### src/rtl/ring_config_measure.sv
// Ring configuration measurement: launches a discovery frame, times its round trip and
// divides by the returned slave count. Optional macro RING_MEAS_AVG4_EN averages four rounds.
module ring_config_measure #(
   parameter int              CNT_W           = 16,
   parameter logic [CNT_W-1:0] TIMEOUT_CYC     = 16'd65000,
   parameter logic [CNT_W-1:0] MASTER_OVERHEAD = 16'd0
) (
   input  logic       Clk,
   input  logic       Reset_n,
   input  logic       Start,
   input  logic       RxValid,
   input  logic [7:0] RxSlaveID,
   output logic       TxStart,
   output logic       Busy,
   output logic [7:0] LastSlaveIDPlus1,
   output logic [7:0] AveSlaveDelay,
   output logic       MeasDone,
   output logic       Timeout
);

   localparam int BIT_W = $clog2(CNT_W + 1);

   typedef enum logic [2:0] {
      S_IDLE = 3'd0,
      S_SEND = 3'd1,
      S_WAIT = 3'd2,
      S_SUB  = 3'd3,
      S_DIV  = 3'd4,
      S_DONE = 3'd5,
      S_FAIL = 3'd6
   } state_t;

   state_t           state_q, state_d;
   logic [CNT_W-1:0] cnt_q, cnt_d;
   logic [CNT_W-1:0] quo_q, quo_d;
   logic [7:0]       rem_q, rem_d;
   logic [BIT_W-1:0] bit_q, bit_d;
   logic             tx_start_q, tx_start_d;
   logic             busy_q, busy_d;
   logic [7:0]       last_q, last_d;
   logic [7:0]       ave_q, ave_d;
   logic             done_q, done_d;
   logic             timeout_q, timeout_d;
`ifdef RING_MEAS_AVG4_EN
   logic [1:0]       round_q, round_d;
   logic [CNT_W+1:0] acc_q, acc_d;
   logic [CNT_W+1:0] acc_sum_s;
`endif

   logic [CNT_W-1:0] elapsed_s;
   logic [8:0]       trial_s;
   logic             ge_s;
   logic [8:0]       rem_sub_s;
   logic [CNT_W-1:0] q_fin_s;

   // Next-state, datapath and output computation
   always_comb begin
      state_d    = state_q;
      cnt_d      = cnt_q;
      quo_d      = quo_q;
      rem_d      = rem_q;
      bit_d      = bit_q;
      tx_start_d = 1'b0;
      busy_d     = busy_q;
      last_d     = last_q;
      ave_d      = ave_q;
      done_d     = done_q;
      timeout_d  = timeout_q;
`ifdef RING_MEAS_AVG4_EN
      round_d    = round_q;
      acc_d      = acc_q;
`endif

      // elapsed_s is the number of cycles since the TxStart cycle
      elapsed_s = (cnt_q == {CNT_W{1'b1}}) ? cnt_q : cnt_q + CNT_W'(1);
`ifdef RING_MEAS_AVG4_EN
      acc_sum_s = acc_q + {2'b00, elapsed_s};
`endif
      trial_s   = {rem_q, quo_q[CNT_W-1]};
      ge_s      = (trial_s >= {1'b0, last_q});
      rem_sub_s = ge_s ? (trial_s - {1'b0, last_q}) : trial_s;
      q_fin_s   = {quo_q[CNT_W-2:0], ge_s};

      case (state_q)
         S_IDLE: begin
            if (Start) begin
               state_d    = S_SEND;
               tx_start_d = 1'b1;
               busy_d     = 1'b1;
               done_d     = 1'b0;
               timeout_d  = 1'b0;
`ifdef RING_MEAS_AVG4_EN
               round_d    = 2'd0;
               acc_d      = {(CNT_W+2){1'b0}};
`endif
            end else begin
               state_d = S_IDLE;
            end
         end
         S_SEND: begin
            cnt_d   = {CNT_W{1'b0}};
            state_d = S_WAIT;
         end
         S_WAIT: begin
            if (RxValid) begin
               last_d = RxSlaveID;
`ifdef RING_MEAS_AVG4_EN
               acc_d = acc_sum_s;
               if (round_q == 2'd3) begin
                  quo_d   = acc_sum_s[CNT_W+1:2];
                  state_d = S_SUB;
               end else begin
                  round_d    = round_q + 2'd1;
                  tx_start_d = 1'b1;
                  state_d    = S_SEND;
               end
`else
               quo_d   = elapsed_s;
               state_d = S_SUB;
`endif
            end else if (elapsed_s >= TIMEOUT_CYC) begin
               state_d   = S_FAIL;
               timeout_d = 1'b1;
               busy_d    = 1'b0;
               last_d    = 8'd0;
               ave_d     = 8'd0;
            end else begin
               cnt_d = elapsed_s;
            end
         end
         S_SUB: begin
            quo_d = (quo_q > MASTER_OVERHEAD) ? (quo_q - MASTER_OVERHEAD) : {CNT_W{1'b0}};
            rem_d = 8'd0;
            bit_d = {BIT_W{1'b0}};
            if (last_q == 8'd0) begin
               ave_d   = 8'd0;
               done_d  = 1'b1;
               busy_d  = 1'b0;
               state_d = S_DONE;
            end else begin
               state_d = S_DIV;
            end
         end
         S_DIV: begin
            rem_d = rem_sub_s[7:0];
            quo_d = q_fin_s;
            bit_d = bit_q + BIT_W'(1);
            if (bit_q == BIT_W'(CNT_W - 1)) begin
               ave_d   = (|q_fin_s[CNT_W-1:8]) ? 8'hFF : q_fin_s[7:0];
               done_d  = 1'b1;
               busy_d  = 1'b0;
               state_d = S_DONE;
            end else begin
               state_d = S_DIV;
            end
         end
         S_DONE:  state_d = S_IDLE;
         S_FAIL:  state_d = S_IDLE;
         default: state_d = S_IDLE;
      endcase
   end

   // State and output registers
   always_ff @(posedge Clk or negedge Reset_n) begin
      if (!Reset_n) begin
         state_q    <= S_IDLE;
         cnt_q      <= {CNT_W{1'b0}};
         quo_q      <= {CNT_W{1'b0}};
         rem_q      <= 8'd0;
         bit_q      <= {BIT_W{1'b0}};
         tx_start_q <= 1'b0;
         busy_q     <= 1'b0;
         last_q     <= 8'd0;
         ave_q      <= 8'd0;
         done_q     <= 1'b0;
         timeout_q  <= 1'b0;
`ifdef RING_MEAS_AVG4_EN
         round_q    <= 2'd0;
         acc_q      <= {(CNT_W+2){1'b0}};
`endif
      end else begin
         state_q    <= state_d;
         cnt_q      <= cnt_d;
         quo_q      <= quo_d;
         rem_q      <= rem_d;
         bit_q      <= bit_d;
         tx_start_q <= tx_start_d;
         busy_q     <= busy_d;
         last_q     <= last_d;
         ave_q      <= ave_d;
         done_q     <= done_d;
         timeout_q  <= timeout_d;
`ifdef RING_MEAS_AVG4_EN
         round_q    <= round_d;
         acc_q      <= acc_d;
`endif
      end
   end

   assign TxStart          = tx_start_q;
   assign Busy             = busy_q;
   assign LastSlaveIDPlus1 = last_q;
   assign AveSlaveDelay    = ave_q;
   assign MeasDone         = done_q;
   assign Timeout          = timeout_q;

endmodule

### config.mk
export PLATFORM = sky130hd
export DESIGN_NAME = ring_config_measure
export DESIGN_NICKNAME = d
export VERILOG_FILES = /design/src/rtl/ring_config_measure.sv
export SDC_FILE = /design/constraint.sdc
export NUM_CORES = 1
export LEC_CHECK = 0
export CAP_MARGIN = 20
export CORE_MARGIN = 8
export CORE_UTILIZATION = 45
export DETAILED_ROUTE_END_ITERATION = 6
export SYNTH_ARGS = -nofsm -noshare
export SYNTH_HDL_FRONTEND = slang
export SYNTH_SLANG_ARGS = --single-unit
### constraint.sdc
create_clock -name Clk -period 3.2 [get_ports Clk]
set_clock_uncertainty 0.05 [all_clocks]
set_input_delay 0.64 -clock Clk [delete_from_list [all_inputs] [get_ports Clk]]
set_output_delay 0.64 -clock Clk [all_outputs]
set_load 0.01 [all_outputs]
==> results of run 1 <==
==> cells by family (layout without fill, tap and decap cells) <==
family / count (synthesis) / in the layout / synth area share, %
AND/OR/NAND/NOR: 129 / 129 / 17.4
flip-flops: 68 / 68 / 44.3
adder cells (fa/ha/maj): 12 / 12 / 4.11
AO/OA/AOI/OAI: 132 / 132 / 22.4
XOR/XNOR: 16 / 16 / 3.65
buffers and inverters: 48 / 83 / 5.12
multiplexers: 11 / 11 / 2.93
==> power by group <==
group	switching [uW]	internal, uW
combinational	892	693
sequential	187	1030
clock	354	523
total	1430	2240
==> sequential cells by signal, summed over array words and instances (netlist names), 3 cells and up <==
signal / flops
cnt_q: 16
quo_q: 16
AveSlaveDelay: 8
LastSlaveIDPlus1: 8
rem_q: 8
bit_q: 5
state_q: 3
==> stage by stage <==
step	cells	setup slack [ns]	hold slack, ns	power, uW
floorplan	416	0.439	0.294	2350
global placement	539	0.276	0.429	2790
detailed placement	539	0.143	0.431	2810
CTS	555	0.133	0.129	3700
global route	556	0.0223	0.152	3950
finish	556	0.131	0.133	3680
==> layout make-up <==
class | count | area (um^2)
clock buffer | 9 | 124
multi-input combinational | 300 | 1960
fill | 771 | 3730
clock inverter | 7 | 124
sequential | 68 | 1700
tap | 105 | 131
inverter | 23 | 86.3
timing repair buffer | 44 | 403
==> worst max-delay path by stage <==
stage	from	depth (start not counted)	to
floorplan	cnt_q[0]	9	AveSlaveDelay[0]
global placement	cnt_q[0]	10	AveSlaveDelay[0]
detailed placement	cnt_q[0]	10	cnt_q[0]
CTS	cnt_q[0]	10	LastSlaveIDPlus1[1]
global route	cnt_q[0]	10	cnt_q[0]
finish	cnt_q[0]	10	cnt_q[0]
==> per-layer routing <==
metal / routed length [um] / part of all wire (%)
met2: 4090 / 44
met1: 4420 / 47
met3: 558 / 6.0
met4: 245 / 2.6
met5: 0 / 0
==> layout by cell type, fill, tap and decap left out, drive strengths merged, types with 9 or more instances in the layout <==
cell type,n
mux2i,9
nor2,27
o21ai,53
a21oi,24
nand2,35
inv,24
ha,11
clkbuf,9
nand4,9
xor2,9
dfrtp,68
o2bb2ai,11
clkdlybuf4s50,30
buf,14
a22o,15
nand3,9
==> timing repair <==
action / in CTS / in global routing
endpoints found under the setup margin: 0 / 19
buffers inserted: 0 / 1
endpoints found under the hold margin: 0 / 0
resized for setup: 0 / 3
==> critical path: stages (launching register included) <==
cell	delay (ns)
dfrtp_1	0.44
ha_1	0.27
nand3_2	0.19
nor4_1	0.39
mux2i_1	0.33
or2_1	0.18
a2111oi_2	0.05
buf_4	0.17
and2_1	0.19
a211o_4	0.42
mux2_2	0.28
==> results.cfg, run 1 <==
[synth]
synth_enable_flop_cells = 0
ys_top_cells_by_area = dfrtp_1 (44%), o21ai_1 (5.0%), ha_1 (3.6%)
yosysTopAreaCell = dfrtp_1
ys_ff_latch = 68
synthFlopType = dfrtp_1
yosysMostFrequentCell = dfrtp_1
netlist-cell-type-count = 58
syn_nets = 440
async_flop_share_pct = 100
syn_avg_cell_area_um2 = 9.22
synthCells = 416
synth_area_um2 = 3840
yosys.area.top_type_share_pct = 44.3
ys_seq_area_share_pct = 44.3
synthTopCellsByCount = dfrtp_1 (68), o21ai_1 (38), nand2_1 (35)
yosysWarningCount = 0

[floorplanning]
core-area_um2 = 8260
dieArea_um2 = 11700
row_count = 33
ios = 32
fp.dieH_um = 108
die_w_um = 108
initial_core_util_pct = 46.5

[cells_and_area]
layout-drive-gt1-share_pct = 9.53
finalNetCount = 470
fin_area_um2 = 4530
area_growth_pct = 18.0
finish.utilization_pct = 54.8
diodes = 0

[routing]
first_pass_iters = 4
dr_total_vias = 3156
drc = 0
drt-initial-drc-count = 147
wirelength_mm = 9.31
via_per_inst = 5.68
ant_nets = 0
detail_route.wl_per_cell_um = 16.7

[place]
port_buffers = 31
gp_congestion = 0.873
dpl.hpwl_mm = 6.90
place_area_um2 = 4260

[power]
leakagePower_uw = 0.00196
max-vdd-ir-drop_mv = 0.364
power_density_nw_per_um2 = 812

[clock_network]
h-tree-depth = 3
clock_sinks = 68
hold_buffers = 0
clk_pin_slew_worst_paths_ns = 0.08
worst_skew_pair.late_latency_ns = 0.35
cts_root_buf = clkbuf_8
cts.path.max_buffers = 2
cts-buffers-inserted = 9
cts_tree = built

[timing]
final-hold-violation-count = 0
layout_min_cycle_time_ns = 3.07
tightest_slew_ns = 0.864
final-setup-viol-count = 0
fmax_mhz = 326
rsz0062_at_grt = no
max-slew-margin-rel_pct = 42.3
tns_ns = 0
slew_viol_final = 0
period_share_pct = 95.9

[global_route]
use_met3_pct = 3.09
grt_usage_pct = 17.0
busiest_layer = met2
grt_max_degree = 30
overflow = 0
grt.met1_usage_pct = 23.8
antenna_found_initial = 0
met2_usage_pct = 24.6
grt_pass1_wl_mm = 15.6
grt_pass1_vias = 2981

[setup_path]
startpoint_type = flop
critical_path_class = reg -> reg
cp_max_fo = 15
reg2reg_depth = 10
reg2reg_from = cnt_q[0]
r2r_end = cnt_q[0]
r2r_slack_ns = 0.13
end_kind = flop
arrival_ns = 3.25
cp.required_ns = 3.39

[hold_path]
min_path_type = in -> async

[job]
cap_violations = 0

[outcome]
status = completed
No activity file was read; power rests on OpenSTA's default activity.
==> run 2, diff against run 1 <==
--- a/config.mk
+++ b/config.mk
@@ -8,7 +8,9 @@
 export CAP_MARGIN = 20
 export CORE_MARGIN = 8
 export CORE_UTILIZATION = 45
+export CTS_CLUSTER_DIAMETER = 100
 export DETAILED_ROUTE_END_ITERATION = 6
+export SKIP_CTS_REPAIR_TIMING = 1
 export SYNTH_ARGS = -nofsm -noshare
 export SYNTH_HDL_FRONTEND = slang
 export SYNTH_SLANG_ARGS = --single-unit
==> results of run 2 <==
No change in the layout: final DEF, timing and power equal those of run 1.
==> run 3, diff against run 2 <==
--- a/config.mk
+++ b/config.mk
@@ -10,6 +10,7 @@
 export CORE_UTILIZATION = 45
 export CTS_CLUSTER_DIAMETER = 100
 export DETAILED_ROUTE_END_ITERATION = 6
+export SETUP_SLACK_MARGIN = 0.15
 export SKIP_CTS_REPAIR_TIMING = 1
 export SYNTH_ARGS = -nofsm -noshare
 export SYNTH_HDL_FRONTEND = slang
==> results.cfg, run 3 (synthesized netlist as in run 1, its figures left out) <==
[floorplanning]
fp.dieH_um = 108
dieArea_um2 = 11700
core-area_um2 = 8260
row_count = 33
ios = 32
initial_core_util_pct = 46.5
die_w_um = 108

[timing]
period_share_pct = 93.0
fmax_mhz = 336
max-slew-margin-rel_pct = 51.8
tightest_slew_ns = 0.705
final-setup-viol-count = 0
rsz0062_at_grt = no
tns_ns = 0
final-hold-violation-count = 0
slew_viol_final = 0
layout_min_cycle_time_ns = 2.98

[cells_and_area]
final_common_cell = dfrtp_1
fill_cells = 769
mostFrequentLayoutCells = dfrtp_1 (66), o21ai_1 (37), nand2_1 (35)
area_growth_pct = 18.7
diodes = 0
finalNetCount = 471
top_regs = cnt_q x16, quo_q x16
layout-drive-gt1-share_pct = 11.1

[setup_path]
cpMaxStageDelayCell = dfrtp_1
reg2reg_from = cnt_q[1]
critical_path_class = reg -> reg
end_kind = flop
arrival_ns = 3.16
r2r_slack_ns = 0.22
worstPathCellList = ha_2 > nand3_2 > nor4_2 > mux2i_1 > or2_1 > a2111oi_2 > buf_4 > and2_1 > a211o_4 > mux2_2
critical_path.top_delay_family = simple AND/OR/NAND/NOR gates
cpPeakStageDelay_ns = 0.42
reg2reg_depth = 10
r2r_end = cnt_q[0]
crit_buf_inv = 1
cp.required_ns = 3.39
startpoint_type = flop
cp_max_fo = 15

[routing]
ant_nets = 0
highest_layer = met4
m1WireLength_mm = 4.45
route.met3.wl_um = 491
detail_route.wl_per_cell_um = 16.8
route.met2.wl_mm = 4.15
drc = 0
dr_total_vias = 3140
drt-initial-drc-count = 158
via_per_inst = 5.64
wirelength_mm = 9.33
first_pass_iters = 4

[global_route]
antenna_found_initial = 0
grt_pass1_wl_mm = 15.6
grt_pass1_vias = 2981
grt_usage_pct = 17.0
overflow = 0
grt_max_degree = 30

[clock_network]
clk_pin_slew_worst_paths_ns = 0.08
cts_root_buf = clkbuf_8
clock_sinks = 68
cts.path.max_buffers = 2
cts-buffers-inserted = 9
worst_skew_pair.late_latency_ns = 0.35
cts_tree = built
h-tree-depth = 3

[power]
clkPwrFrac_pct = 23.9
power_density_nw_per_um2 = 808
power.total_uw = 3680
max-vdd-ir-drop_mv = 0.373
seq_power_share_pct = 33.0
swShare_pct = 39.0
p_int_uw = 2250
leakagePower_uw = 0.00196
power.switching_uw = 1430
pwr-share-comb_pct = 43.1

[outcome]
status = completed

[hold_path]
min_path_type = in -> async

[place]
dpl.hpwl_mm = 6.90
port_buffers = 31
gp_congestion = 0.873

[job]
cap_violations = 0
==> run 3: cell types whose count changed in the layout (fill, tap and decap cells not counted) <==
| cell | before | now |
|---|---|---|
| ha_2 | 0 | 1 |
| dfrtp_2 | 0 | 2 |
| xor2_2 | 0 | 1 |
| nor4_2 | 0 | 1 |
| nor4_1 | 6 | 5 |
| dfrtp_1 | 68 | 66 |
| ha_1 | 11 | 10 |
| buf_4 | 13 | 14 |
| xor2_1 | 9 | 8 |
| nor2b_1 | 4 | 3 |
| nor2b_2 | 0 | 1 |
==> run 3: worst max path at each step <==
stage             start                  end  cells past startpoint
5_1_grt        cnt_q[1]             cnt_q[0]                     10
6_report       cnt_q[1]             cnt_q[0]                     10
3_3_place_gp   cnt_q[0]     AveSlaveDelay[0]                     10
3_5_place_dp   cnt_q[0]             cnt_q[0]                     10
2_1_floorplan  cnt_q[0]     AveSlaveDelay[0]                      9
4_1_cts        cnt_q[0]  LastSlaveIDPlus1[1]                     10
==> run 3: final cells by class <==
class                      count  area [um^2]  share of cell area [%]
clock inverter                 7          124                    2.72
tap                          105          131                    2.88
multi-input combinational    300         1980                    43.4
timing repair buffer          45          410                    9.01
inverter                      23         86.3                    1.90
sequential                    68         1700                    37.4
clock buffer                   9          124                    2.72
==> run 3: power by group through the flow <==
stage	sequential (uW)	clock, uW	combinational, uW
after detailed placement	1230	0	1580
after floorplan	1190	0	1160
after CTS	1210	902	1590
after global routing	1250	939	1770
final	1210	879	1590
after global placement	1220	0	1570
==> run 3: layer usage <==
layer / GRT usage (%) / vias to the layer above
met3: 3.09 / 16
met2: 24.6 / 71
met1: 23.8 / 1492
met4: 8.60 / 0
li1: - / 1561
met5: 0 / -
==> run 3: through the flow <==
step	setup slack [ns]	instance area, um^2	hold WS (ns)	utilization, %	cells
global route	0.117	4560	0.152	55.2	557
detailed placement	0.143	4260	0.431	51.6	539
finish	0.223	4560	0.130	55.2	557
CTS	0.133	4510	0.129	54.6	555
global placement	0.276	4260	0.429	51.6	539
floorplan	0.439	3840	0.294	-	416
